**src/rtl/cs_stream_ctrl.sv**
```systemverilog
// Sequencer for the CS sliding-window datapath: framing FSM, result tag pipeline and
// credit-protected first-word-fall-through result FIFO. Optional CS_STREAM_CTRL_STATS_EN adds frame/result counters.
module cs_stream_ctrl #(
  parameter int unsigned WIN        = 9,
  parameter int unsigned DP_LAT     = 1,
  parameter int unsigned FIFO_DEPTH = 4
) (
  input  logic        clk_i,
  input  logic        rst_ni,
  input  logic        in_valid_i,
  output logic        in_ready_o,
  input  logic [7:0]  in_data_i,
  input  logic        in_last_i,
  output logic        dp_shift_o,
  output logic [7:0]  dp_x_o,
  output logic        dp_clr_o,
  input  logic [9:0]  dp_y_i,
  output logic        out_valid_o,
  input  logic        out_ready_i,
  output logic [9:0]  out_data_o,
  output logic        out_last_o,
  output logic        short_frame_o,
  output logic        busy_o
`ifdef CS_STREAM_CTRL_STATS_EN
  ,
  output logic [15:0] frame_cnt_o,
  output logic [15:0] result_cnt_o
`endif
);

  localparam int unsigned FCW = $clog2(WIN + 1);
  localparam int unsigned PW  = $clog2(FIFO_DEPTH);
  localparam int unsigned CW  = PW + 1;
  localparam int unsigned TW  = CW + 1;

  typedef enum logic [1:0] {CLEAR, FILL, RUN, DRAIN} state_e;
  typedef struct packed {
    logic       last;
    logic [9:0] data;
  } res_t;

  state_e            state_q, state_d;
  logic [FCW-1:0]    fill_cnt_q, fill_cnt_d;
  logic [7:0]        dp_x_q, dp_x_d;
  logic              dp_shift_q, dp_shift_d;
  logic              dp_clr_q, dp_clr_d;
  logic              iss_v_q, iss_v_d, iss_last_q, iss_last_d;
  logic [DP_LAT-1:0] pv_q, pv_d, pl_q, pl_d;
  res_t              mem_q [FIFO_DEPTH];
  logic [PW-1:0]     wr_ptr_q, wr_ptr_d, rd_ptr_q, rd_ptr_d;
  logic [CW-1:0]     cnt_q, cnt_d, infl_d;
  res_t              head_q, head_d, push_entry;
  logic              out_valid_q, out_valid_d;
  logic              in_ready_q, in_ready_d;
  logic              short_q, short_d;
  logic              busy_q, busy_d;
  logic              accept, push, pop, producing;

  // Tag pipeline and FIFO bookkeeping; the tag tail lines up with a valid dp_y
  always_comb begin
    accept     = in_valid_i & in_ready_q;
    push       = pv_q[DP_LAT-1];
    pop        = out_valid_q & out_ready_i;
    push_entry = '{last: pl_q[DP_LAT-1], data: dp_y_i};
    pv_d       = '0;
    pl_d       = '0;
    pv_d[0]    = iss_v_q;
    pl_d[0]    = iss_last_q;
    for (int unsigned i = 1; i < DP_LAT; i++) begin
      pv_d[i] = pv_q[i-1];
      pl_d[i] = pl_q[i-1];
    end
    infl_d = '0;
    for (int unsigned i = 0; i < DP_LAT; i++) begin
      infl_d = infl_d + CW'(pv_d[i]);
    end
    wr_ptr_d    = push ? wr_ptr_q + PW'(1) : wr_ptr_q;
    rd_ptr_d    = pop ? rd_ptr_q + PW'(1) : rd_ptr_q;
    cnt_d       = cnt_q + CW'(push) - CW'(pop);
    out_valid_d = (cnt_d != '0);
    head_d      = (push && (wr_ptr_q == rd_ptr_d)) ? push_entry : mem_q[rd_ptr_d];
  end

  always_comb begin
    state_d    = state_q;
    fill_cnt_d = fill_cnt_q;
    short_d    = 1'b0;
    producing  = 1'b0;
    case (state_q)
      CLEAR: begin
        state_d    = FILL;
        fill_cnt_d = '0;
      end
      FILL: begin
        if (accept) begin
          if (fill_cnt_q == FCW'(WIN - 1)) begin
            producing  = 1'b1;
            fill_cnt_d = FCW'(WIN);
            state_d    = in_last_i ? DRAIN : RUN;
          end else begin
            fill_cnt_d = fill_cnt_q + FCW'(1);
            if (in_last_i) begin
              short_d = 1'b1;
              state_d = CLEAR;
            end
          end
        end
      end
      RUN: begin
        if (accept) begin
          producing = 1'b1;
          if (in_last_i) state_d = DRAIN;
        end
      end
      DRAIN: begin
        if ((cnt_d == '0) && (pv_d == '0)) state_d = CLEAR;
      end
      default: state_d = CLEAR;
    endcase
    iss_v_d    = producing;
    iss_last_d = producing & in_last_i;
    dp_shift_d = accept;
    dp_x_d     = accept ? in_data_i : dp_x_q;
    dp_clr_d   = (state_d == CLEAR);
    // Credits cover every result already owed to the FIFO, including the one being issued
    in_ready_d = ((state_d == FILL) || (state_d == RUN)) &&
                 ((TW'(cnt_d) + TW'(infl_d) + TW'(iss_v_d)) < TW'(FIFO_DEPTH));
    busy_d     = !((state_d == FILL) && (fill_cnt_d == '0) && (cnt_d == '0) &&
                   (pv_d == '0) && !iss_v_d);
  end

  always_ff @(posedge clk_i or negedge rst_ni) begin
    if (!rst_ni) begin
      state_q     <= CLEAR;
      fill_cnt_q  <= '0;
      dp_x_q      <= '0;
      dp_shift_q  <= 1'b0;
      dp_clr_q    <= 1'b1;
      iss_v_q     <= 1'b0;
      iss_last_q  <= 1'b0;
      pv_q        <= '0;
      pl_q        <= '0;
      for (int i = 0; i < FIFO_DEPTH; i++) mem_q[i] <= '0;
      wr_ptr_q    <= '0;
      rd_ptr_q    <= '0;
      cnt_q       <= '0;
      head_q      <= '0;
      out_valid_q <= 1'b0;
      in_ready_q  <= 1'b0;
      short_q     <= 1'b0;
      busy_q      <= 1'b0;
    end else begin
      state_q     <= state_d;
      fill_cnt_q  <= fill_cnt_d;
      dp_x_q      <= dp_x_d;
      dp_shift_q  <= dp_shift_d;
      dp_clr_q    <= dp_clr_d;
      iss_v_q     <= iss_v_d;
      iss_last_q  <= iss_last_d;
      pv_q        <= pv_d;
      pl_q        <= pl_d;
      if (push) mem_q[wr_ptr_q] <= push_entry;
      wr_ptr_q    <= wr_ptr_d;
      rd_ptr_q    <= rd_ptr_d;
      cnt_q       <= cnt_d;
      head_q      <= head_d;
      out_valid_q <= out_valid_d;
      in_ready_q  <= in_ready_d;
      short_q     <= short_d;
      busy_q      <= busy_d;
    end
  end

  assign in_ready_o    = in_ready_q;
  assign dp_shift_o    = dp_shift_q;
  assign dp_x_o        = dp_x_q;
  assign dp_clr_o      = dp_clr_q;
  assign out_valid_o   = out_valid_q;
  assign out_data_o    = head_q.data;
  assign out_last_o    = head_q.last;
  assign short_frame_o = short_q;
  assign busy_o        = busy_q;

`ifdef CS_STREAM_CTRL_STATS_EN
  logic [15:0] frame_cnt_q, result_cnt_q;

  always_ff @(posedge clk_i or negedge rst_ni) begin
    if (!rst_ni) begin
      frame_cnt_q  <= '0;
      result_cnt_q <= '0;
    end else begin
      if (((state_q == DRAIN) && (state_d == CLEAR)) || short_d) frame_cnt_q <= frame_cnt_q + 16'd1;
      if (state_q == CLEAR) result_cnt_q <= '0;
      else if (pop)         result_cnt_q <= result_cnt_q + 16'd1;
    end
  end

  assign frame_cnt_o  = frame_cnt_q;
  assign result_cnt_o = result_cnt_q;
`endif

endmodule

```
**config.mk**
```make
export PLATFORM = sky130hd
export DESIGN_NAME = cs_stream_ctrl
export DESIGN_NICKNAME = d
export VERILOG_FILES = /design/src/rtl/cs_stream_ctrl.sv
export SDC_FILE = /design/constraint.sdc
export NUM_CORES = 1
export LEC_CHECK = 0
export BUFFER_PORTS_ARGS = -buffer_cell sky130_fd_sc_hd__clkbuf_2
export CAP_MARGIN = 10
export CORE_MARGIN = 3
export CORE_UTILIZATION = 35
export CTS_BUF_LIST = sky130_fd_sc_hd__clkbuf_4 sky130_fd_sc_hd__clkbuf_8
export CTS_CLUSTER_DIAMETER = 50
export DETAILED_ROUTE_END_ITERATION = 8
export SYNTH_ARGS = -nofsm -noshare
export SYNTH_HDL_FRONTEND = slang
export SYNTH_SLANG_ARGS = --single-unit
```
**constraint.sdc**
```tcl
create_clock -name clk_i -period 7.8 [get_ports clk_i]
set_clock_uncertainty 0.05 [all_clocks]
set_input_delay 1.56 -clock clk_i [delete_from_list [all_inputs] [get_ports clk_i]]
set_output_delay 1.56 -clock clk_i [all_outputs]
set_load 0.05 [all_outputs]
```
; ---- Word level (Yosys, flattened, before mapping)
; Cells that the tools add are included.
[totals]
word_cells = 93
in_bits = 23
regBits = 86
out_inout_bits = 25
[classes]
n_mux = 27
n_addsub = 7
eq_ne = 7
n_lt_le_gt_ge = 4
n_reduce_logical = 16
n_bitwise = 6
[op_table]
columns = operator, n
row1 = bitwise mux 44 bit, 1
row2 = 2-to-1 mux 11 bit, 4
row3 = binary-select mux 11 bit (select 2 bit), 1
row4 = demux 11 bit (select 2 bit), 1
row5 = 2-to-1 mux 2 bit, 7
row6 = logical AND 1 bit, 8
row7 = 2-to-1 mux 1 bit, 8
row8 = 2-to-1 mux 4 bit, 2
row9 = one-hot mux 2 bit (4 select lines), 1
row10 = one-hot mux 4 bit (2 select lines), 1
row11 = "equality test 2 bit, second input constant", 3
row12 = "greater-or-equal comparator 3 bit, second input constant", 2
row13 = inverter 2 -> 3 bit, 2
row14 = "adder 2 x 1 -> 2 bit, second input constant", 2
row15 = adder 3 x 1 -> 4 bit, 1
row16 = adder 4 x 1 -> 4 bit, 1
row17 = "adder 4 x 1 -> 4 bit, second input constant", 1
row18 = "equality test 2 x 1 -> 1 bit, second input constant", 2
row19 = "equality test 4 bit, second input constant", 1
row20 = logical NOT 2 bit, 2
row21 = logical NOT 4 bit, 1
row22 = "< comparator 4 x 3 -> 1 bit, second input constant", 1
row23 = adder 3 x 1 -> 3 bit, 1
row24 = bitwise AND 1 bit, 3
row25 = 9 further kinds, 10

; ---- Logic depth before layout (Yosys ltp)
; Gate-level depths: netlist (run 1).
[depth]
depth_word = 12
depth_mapped = 16
mapped_depth_nobuf = 15

; ---- Least setup slack after synthesis (run 1)
; No wires, ideal clock.
[synth_timing]
path_type = input-to-reg
startpoint = input out_ready_i
endpoint = register busy_q, in the netlist busy_o
setup_time_ns = 0.118
n_path_buf = 1
required_ns = 7.632
slack_ns = 2.847
cell_stages = 16
arrival_time_ns = 4.785
cell_sequence = nand2_1 -> inv_2 -> clkbuf_1 -> ha_1 -> inv_1 -> ha_1 -> fa_1 -> xnor3_1 -> or3_4 -> or2_1 -> nand3_1 -> a31o_2 -> ha_1 -> nand3_1 -> or4_1 -> a21o_1
[synth_between]
elab_chain_cells = 12
[synth_rtl]
columns = element, line
row1 = from (decl), 19  ; input logic out_ready_i,
row2 = bitwise AND 1 bit *, 63  ; pop = out_valid_q & out_ready_i;
row3 = subtractor 3 x 1 -> 3 bit *, 79  ; cnt_d = cnt_q + CW'(push) - CW'(pop);
row4 = net cnt_d[2], 51  ; logic [CW-1:0] cnt_q, cnt_d, infl_d;
row5 = logical NOT 3 bit *, "116, 128"
row6 = logical AND 1 bit, 116  ; if ((cnt_d == '0) && (pv_d == '0)) state_d = CLEAR;
row7 = 2-to-1 mux 2 bit, 116
row8 = one-hot mux 2 bit (4 select lines), 89  ; case (state_q)
row9 = equality test 2 x 1 -> 1 bit, 128  ; busy_d = !((state_d == FILL) && (fill_cnt_d == '0) && (cnt_d == '0) &&
row10 = logical AND 1 bit, 128
row11 = logical AND 1 bit * (2 in a row), 128
row12 = logical AND 1 bit *, 129  ; (pv_d == '0) && !iss_v_d);
row13 = logical NOT 1 bit *, 128
row14 = net busy_d, 56  ; logic busy_q, busy_d;
row15 = to (signal assigned), 170  ; busy_q <= busy_d;
row16 = to (decl), 56
; The timed path passes the listed nets; every way through them passes the cells marked *.
; A chain may end at the register's enable or synchronous reset.

; ---- Worst setup path in the final report (run 1)
; Same ends and word-level chain as after synthesis.

==> key figures, run 1 <==
Floorplanning
  • Num rows: 39
  • Core ar.: approximately 12,000 sq um
  • Width of the die: between 100 and 150 um
  • Top-Level Pins: 48
  • Die H: between 100 and 150 um
  • Die area: roughly 13,000 sq um
  • Starting Density: 36.41%

STA
  • Final setup vio count: 0
  • Slew @ Worst Pin: around 1.1 ns
  • Total negative slack: 0 ns
  • Minimum clock period: between 5 and 6 ns
  • Final Hold Viols: 0
  • Slew Limit Fails: 0
  • Fmax: 0.1933 GHz
  • Fin crit share: between 60 and 70%
  • Final worst slack: 2.628 ns
  • Slew headroom: just under 30%
  • RSZ-0062 raised after global routing: false

Clocking
  • Clock latency on the worst-skew pair: 0.35 ns
  • Hold-fix buffers, CTS: 0
  • Root Buffer: clkbuf_8
  • TritonCTS Sinks: 86
  • Clk slew on worst S/H paths: approximately 0.080 ns
  • Post-CTS Resized: 0
  • CTS tree: yes
  • H-tree lvl count: 3
  • CTS max path bufs: 2
  • Setup repair bufs after CTS: 0
  • CTS buffer count: 9

Outcome
  • Status: finished, final reports clean

Routing
  • Via Count: a little under 3k
  • Routed WL: a little under 9 mm
  • 1st-pass router iterations: 4
  • Iter 0 DRT Violations: ~120
  • DR vias/cell: 5.250
  • DRC errors left: 0
  • Wire per inst: roughly 16 um
  • Post-route ant nets: 0

Setup path
  • Crit path largest cell delay: roughly 0.4 ns
  • Cell repeated most along the worst path: ha_1
  • Top delay family on crit path: simple AND/OR/NAND/NOR gates
  • Crit path max-delay cell type: xnor3_1
  • Critical Path RT: ~8 ns
  • Crit path max fanout: 36
  • Crit path DAT: roughly 5.4 ns
  • Endpoint class of the critical path: flip-flop
  • WS Path Type: in -> reg
  • Buf/Inv on CP: 4
  • Crit path cell chain: clkbuf_2, nand2_1, buf_4, inv_2, ha_1, inv_1, ha_1, fa_1, xnor3_1, or3_4, or2_1, nand3_1, a31o_2, ha_1, nand3_1, or4_1, a21o_1
  • Critical path launch point type: primary input

Synthesis
  • Unique masters post-synth: 40
  • Avg Inst Size Synth: between 10 and 15 sq um
  • Yosys warning count: 0
  • Post-synthesis cell area: between 4000 and 5000 sq um
  • #FFs+latches synth: between 80 and 90
  • Mapped Cells: 380
  • Sequential area share after synthesis: between 50% and 60%
  • Synthesized net count: 420

Finish
  • Final instance area: roughly 4800 sq um
  • Fin cells: about 570
  • Final net count: 460
  • Commonest non-fill, non-tap cells in the layout: 85 x dfrtp_1, 63 x mux2_2, 46 x clkbuf_2, 42 x nand2_1, 26 x o21ai_0
  • Commonest non-fill, non-tap cell in the layout: dfrtp_1
  • Fill cells: about 1.1k
  • ANT cells: 0
  • Area growth syn-to-layout: 13.73%
  • Share of layout cells above drive strength 1: roughly a third

Global route
  • Largest net degree at the start of global routing: 87
  • GRT Util Overall: 13.85%
  • Gr ovfl total: 0
  • GR Util met2: between 20% and 30%
  • Global-route wire length before repair: roughly 15 mm
  • Initial antenna violation count: 0
  • Met1 Usage GRT: between 10% and 20%
  • GRT busiest layer: met2
  • Vias in the first global route: between 2k and 3k
  • M3 GR Usage: under 10%

Job
  • Max-cap violations: 0

Power
  • Max VDD drop: 0.0001829 V
  • Lkg Pwr: 2.146 nW
  • P per Cell Area: roughly 350 nW/um^2
  • Total Power: between 0.0015 and 0.002 W

Worst hold path
  • Hold Path Class: reg -> reg

Placed design
  • DP Wirelength: 5.680 mm
  • DP Cell Count: roughly 550
  • Gpl congestion: 0.7720
  • Placed cell area: 4601 sq um
  • Buffers added on ports: 47
  • Post-place setup slack: around 2.3 ns
## where the power goes
part           switching, W  leakage (nW)  internal (W)
Clock              0.000153         0.106      0.000172
Combinational      0.000493          1.00      0.000247
Sequential        0.0000548          1.03      0.000544
## final cells by class
class | count | area (sq um) | share of cell area, %
Clock buffer | 13 | 166.4 | 3.460
Clock inverter | 3 | 42.54 | 0.8845
Inverter | 12 | 45.04 | 0.9365
Multi-Input combinational cell | 260 | 1956 | 40.66
Sequential cell | 86 | 2153 | 44.77
Tap cell | 143 | 178.9 | 3.720
Timing Repair Buffer | 51 | 267.8 | 5.567
## cell usage after synthesis
library cell | n | share of area (%)
a31oi_1 | 2 | 0.30
or3_1 | 1 | 0.15
ha_1 | 16 | 4.7
fa_1 | 1 | 0.47
xnor2_1 | 2 | 0.41
and3_1 | 4 | 0.59
dfstp_2 | 1 | 0.62
or3_4 | 1 | 0.27
a21o_1 | 3 | 0.53
o22ai_1 | 22 | 3.3
a21oi_1 | 6 | 0.71
nand3_1 | 5 | 0.59
dfrtp_1 | 85 | 50
mux2_2 | 63 | 17
and2_1 | 1 | 0.15
xor2_1 | 2 | 0.41
nor3_1 | 11 | 1.3
and3b_1 | 1 | 0.21
inv_1 | 10 | 0.89
clkbuf_1 | 22 | 2.0
nand2_1 | 42 | 3.7
nor2b_1 | 2 | 0.30
xnor3_1 | 1 | 0.53
o32ai_1 | 1 | 0.21
a31o_2 | 1 | 0.21
a32oi_1 | 1 | 0.21
o21ai_0 | 26 | 3.1
nand4_1 | 1 | 0.15
o31ai_1 | 11 | 2.0
nor2_1 | 12 | 1.1
or2_2 | 1 | 0.15
nand2b_1 | 1 | 0.15
nor3b_1 | 11 | 2.0
mux2i_1 | 2 | 0.47
inv_2 | 2 | 0.18
or2_1 | 1 | 0.15
a211oi_1 | 1 | 0.18
o2111ai_1 | 1 | 0.21
or4_1 | 1 | 0.18
nand3b_1 | 2 | 0.35
## per-stage QoR
stage                     hold slack, ns  util (%)
after floorplan                   0.2812         -
after global routing              0.3182     41.41
after detailed placement          0.3042     39.61
final                             0.3070     41.41
after global placement            0.3006     39.61
after CTS                         0.3115     41.41
## worst register-to-register path, cell delays in order, from the launching register on
cell     delay [ns]
dfrtp_1        0.41
nand2_1        0.08
buf_4          0.35
inv_2          0.29
ha_1           0.36
inv_1          0.04
ha_1           0.18
fa_1           0.36
xnor3_1        0.41
or3_4          0.35
or2_1          0.26
nand3_1        0.12
a31o_2         0.19
ha_1           0.15
nand3_1        0.06
or4_1          0.41
a21o_1         0.16
## worst paths after layout
check	from	end	slack (ns)	cells after the start
worst max-delay path	out_ready_i	busy_o$_DFF_PN0_	2.63	17
worst min-delay path	iss_last_q$_DFF_PN0_	pl_q$_DFF_PN0_	0.31	0
worst max register to register	out_valid_o$_DFF_PN0_	busy_o$_DFF_PN0_	3.50	16
worst min register to register	iss_last_q$_DFF_PN0_	pl_q$_DFF_PN0_	0.31	0
max in group asynchronous	rst_ni	dp_x_o[3]$_DFFE_PN0P_	5.68	1
min in group asynchronous	rst_ni	mem_q[22]$_DFFE_PN0P_	1.35	1
## routing by layer
layer | vias up | wire length, um
met1 | 1487 | 4103
li1 | 1435 | -
met4 | 0 | 62
met2 | 54 | 4303
met5 | - | 0
met3 | 6 | 463
## cell families (layout without fill, tap and decap cells)
kind of cell / after synthesis / in the layout / share of synthesized area [%]
AO/OA/AOI/OAI: 75 / 75 / 10.83
XOR/XNOR: 5 / 5 / 1.361
adder cells (fa/ha/maj): 17 / 17 / 5.207
buffers and inverters: 34 / 79 / 3.018
flip-flops: 86 / 86 / 50.92
multiplexers: 65 / 65 / 17.25
AND/OR/NAND/NOR: 98 / 98 / 11.42
## registers in the layout (all words and copies together), names as in the netlist, 2 cells and up
register    cells
rd_ptr_q        2
mem_q          44
out_data_o     10
cnt_q           3
wr_ptr_q        2
fill_cnt_q      4
dp_x_o          8
state_q         2
No activity file was read; power rests on OpenSTA's default activity.
==> run 2: changes to the inputs <==
==> constraint.sdc (replaced) <==
create_clock -name clk_i -period 5 [get_ports clk_i]
set_clock_uncertainty 0.05 [all_clocks]
set_input_delay 1 -clock clk_i [delete_from_list [all_inputs] [get_ports clk_i]]
set_output_delay 1 -clock clk_i [all_outputs]
set_load 0.05 [all_outputs]
==> run 2 against run 1 <==
Compared with the run above: clock power up 44%; register-to-register slack got worse by 2.2 ns; final area decreased by 0.44%; first-iteration DRC count grew 29%; critical path depth shrank 1; power increased by 54%; die area is the same.
==> key figures, run 2 (synthesized netlist as in run 1, its figures left out) <==
Outcome
  • Status: finished, final reports clean

Power
  • Max VDD drop: approximately 0.0003 V
  • P per Cell Area: 535.8 nW/um^2
  • Lkg Pwr: between 2 and 2.5 nW

Finish
  • Fin cells: ~570
  • Register area: roughly 2200 sq um
  • Area taken by multi-input logic gates: a little under 2000 sq um
  • Largest Register: mem_q
  • Final net count: approximately 460
  • Fill cells: around 1.1k
  • Commonest non-fill, non-tap cells in the layout: 85 x dfrtp_1, 63 x mux2_2, 46 x clkbuf_2, 42 x nand2_1, 26 x o21ai_0
  • Max reg flops: between 40 and 50
  • Share of layout cells above drive strength 1: around a third
  • Area growth syn-to-layout: 13.22%
  • ANT cells: 0
  • Commonest non-fill, non-tap cell in the layout: dfrtp_1

Global route
  • GRT Util Overall: roughly 14%
  • Global-route wire length before repair: about 15 mm
  • Largest net degree at the start of global routing: 87
  • Initial antenna violation count: 0
  • Vias in the first global route: approximately 3.1k
  • Gr ovfl total: 0

Setup path
  • Critical path launch point type: primary input
  • Crit path DAT: just over 4 ns
  • Critical Path RT: ~5.2 ns
  • Endpoint class of the critical path: flip-flop
  • Crit path max fanout: 3
  • WS Path Type: in -> reg

Clocking
  • Clk slew on worst S/H paths: approximately 0.080 ns
  • Clock latency on the worst-skew pair: roughly 0.35 ns
  • TritonCTS Sinks: 86
  • Setup repair bufs after CTS: 0
  • Post-CTS Resized: 0
  • CTS tree: yes
  • CTS max path bufs: 2
  • H-tree lvl count: 3
  • CTS buffer count: 9
  • Root Buffer: clkbuf_8
  • Hold-fix buffers, CTS: 0

Routing
  • Via Count: between 3k and 4k
  • Wire per inst: 15.63 um
  • Iter 0 DRT Violations: roughly 150
  • 1st-pass router iterations: 4
  • DRC errors left: 0
  • DR vias/cell: 5.353
  • Post-route ant nets: 0
  • Routed WL: ~9 mm

STA
  • Slew Limit Fails: 0
  • Minimum clock period: 3.948 ns
  • Slew @ Worst Pin: 1.072 ns
  • Slew headroom: 28.52%
  • RSZ-0062 raised after global routing: false
  • Fin crit share: approximately four fifths
  • Total negative slack: 0 ns
  • Final setup vio count: 0
  • Final Hold Viols: 0
  • Fmax: about 0.25 GHz

Floorplanning
  • Width of the die: roughly 120 um
  • Core ar.: roughly 12,000 sq um
  • Top-Level Pins: 48
  • Die H: 115.9 um
  • Die area: between 10,000 and 15,000 sq um
  • Starting Density: 36.41%
  • Num rows: 39

Placed design
  • Gpl congestion: approximately 0.73
  • DP Cell Count: between 500 and 600
  • DP Wirelength: between 5 and 6 mm
  • Buffers added on ports: 47

Worst hold path
  • Hold Path Class: reg -> reg

Job
  • Max-cap violations: 0
## run 2: where the power goes
group / internal, W / total (W) / switching [W] / leakage, nW
clock network: 0.000241 / 0.000467 / 0.000225 / 0.0945
logic: 0.000389 / 0.00114 / 0.000750 / 1.01
registers: 0.000848 / 0.000960 / 0.000112 / 1.03
total: 0.00148 / 0.00257 / 0.00109 / 2.14
## run 2: final cells by class
class	count	area share, %
multi-input combinational	260	40.84
clock inverter	2	0.7316
inverter	12	0.9407
sequential	86	44.97
clock buffer	11	3.031
timing repair buffer	52	5.749
tap	143	3.737
## run 2: path summary, 6_finish.rpt
check | start | to | slack (ns) | cells past startpoint
worst max-delay path | out_ready_i | busy_o$_DFF_PN0_ | 1.05 | 16
worst min-delay path | iss_last_q$_DFF_PN0_ | pl_q$_DFF_PN0_ | 0.31 | 0
worst max register to register | push$_DFF_PN0_ | busy_o$_DFF_PN0_ | 1.32 | 14
worst min register to register | iss_last_q$_DFF_PN0_ | pl_q$_DFF_PN0_ | 0.31 | 0
max in group asynchronous | rst_ni | state_q[1]$_DFF_PN0_ | 3.43 | 1
min in group asynchronous | rst_ni | mem_q[9]$_DFFE_PN0P_ | 0.79 | 1
## run 2: metrics by stage
step                      util (%)  cell area, sq um  power [W]  setup slack (ns)  hold WS [ns]
after floorplan                  -              4229   0.001840            0.6074        0.2812
after global placement       39.68              4608   0.002084            0.7938        0.2822
after detailed placement     39.68              4608   0.002113            0.6518        0.2858
after CTS                    41.23              4788   0.002598             1.051        0.3049
after global routing         41.23              4788   0.002744            0.8577        0.3222
final                        41.23              4788   0.002566             1.052        0.3055
## run 2: routing by layer
layer	track usage, %	routed length, um	up-vias
li1	-	-	1440
met1	16.68	3844	1514
met2	25.28	4497	68
met3	3.708	411	8
met4	4.408	97	0
met5	0	0	-
## run 2: worst max-delay path, stage by stage
cell      delay (ns)
clkbuf_2        0.09
nand2_1         0.08
inv_2           0.04
ha_1            0.26
inv_1           0.04
ha_1            0.19
fa_1            0.37
xnor3_1         0.41
or3_4           0.34
or2_1           0.25
nand3_1         0.12
a31o_2          0.19
ha_1            0.14
nand3_1         0.05
or4_1           0.40
a21o_1          0.16
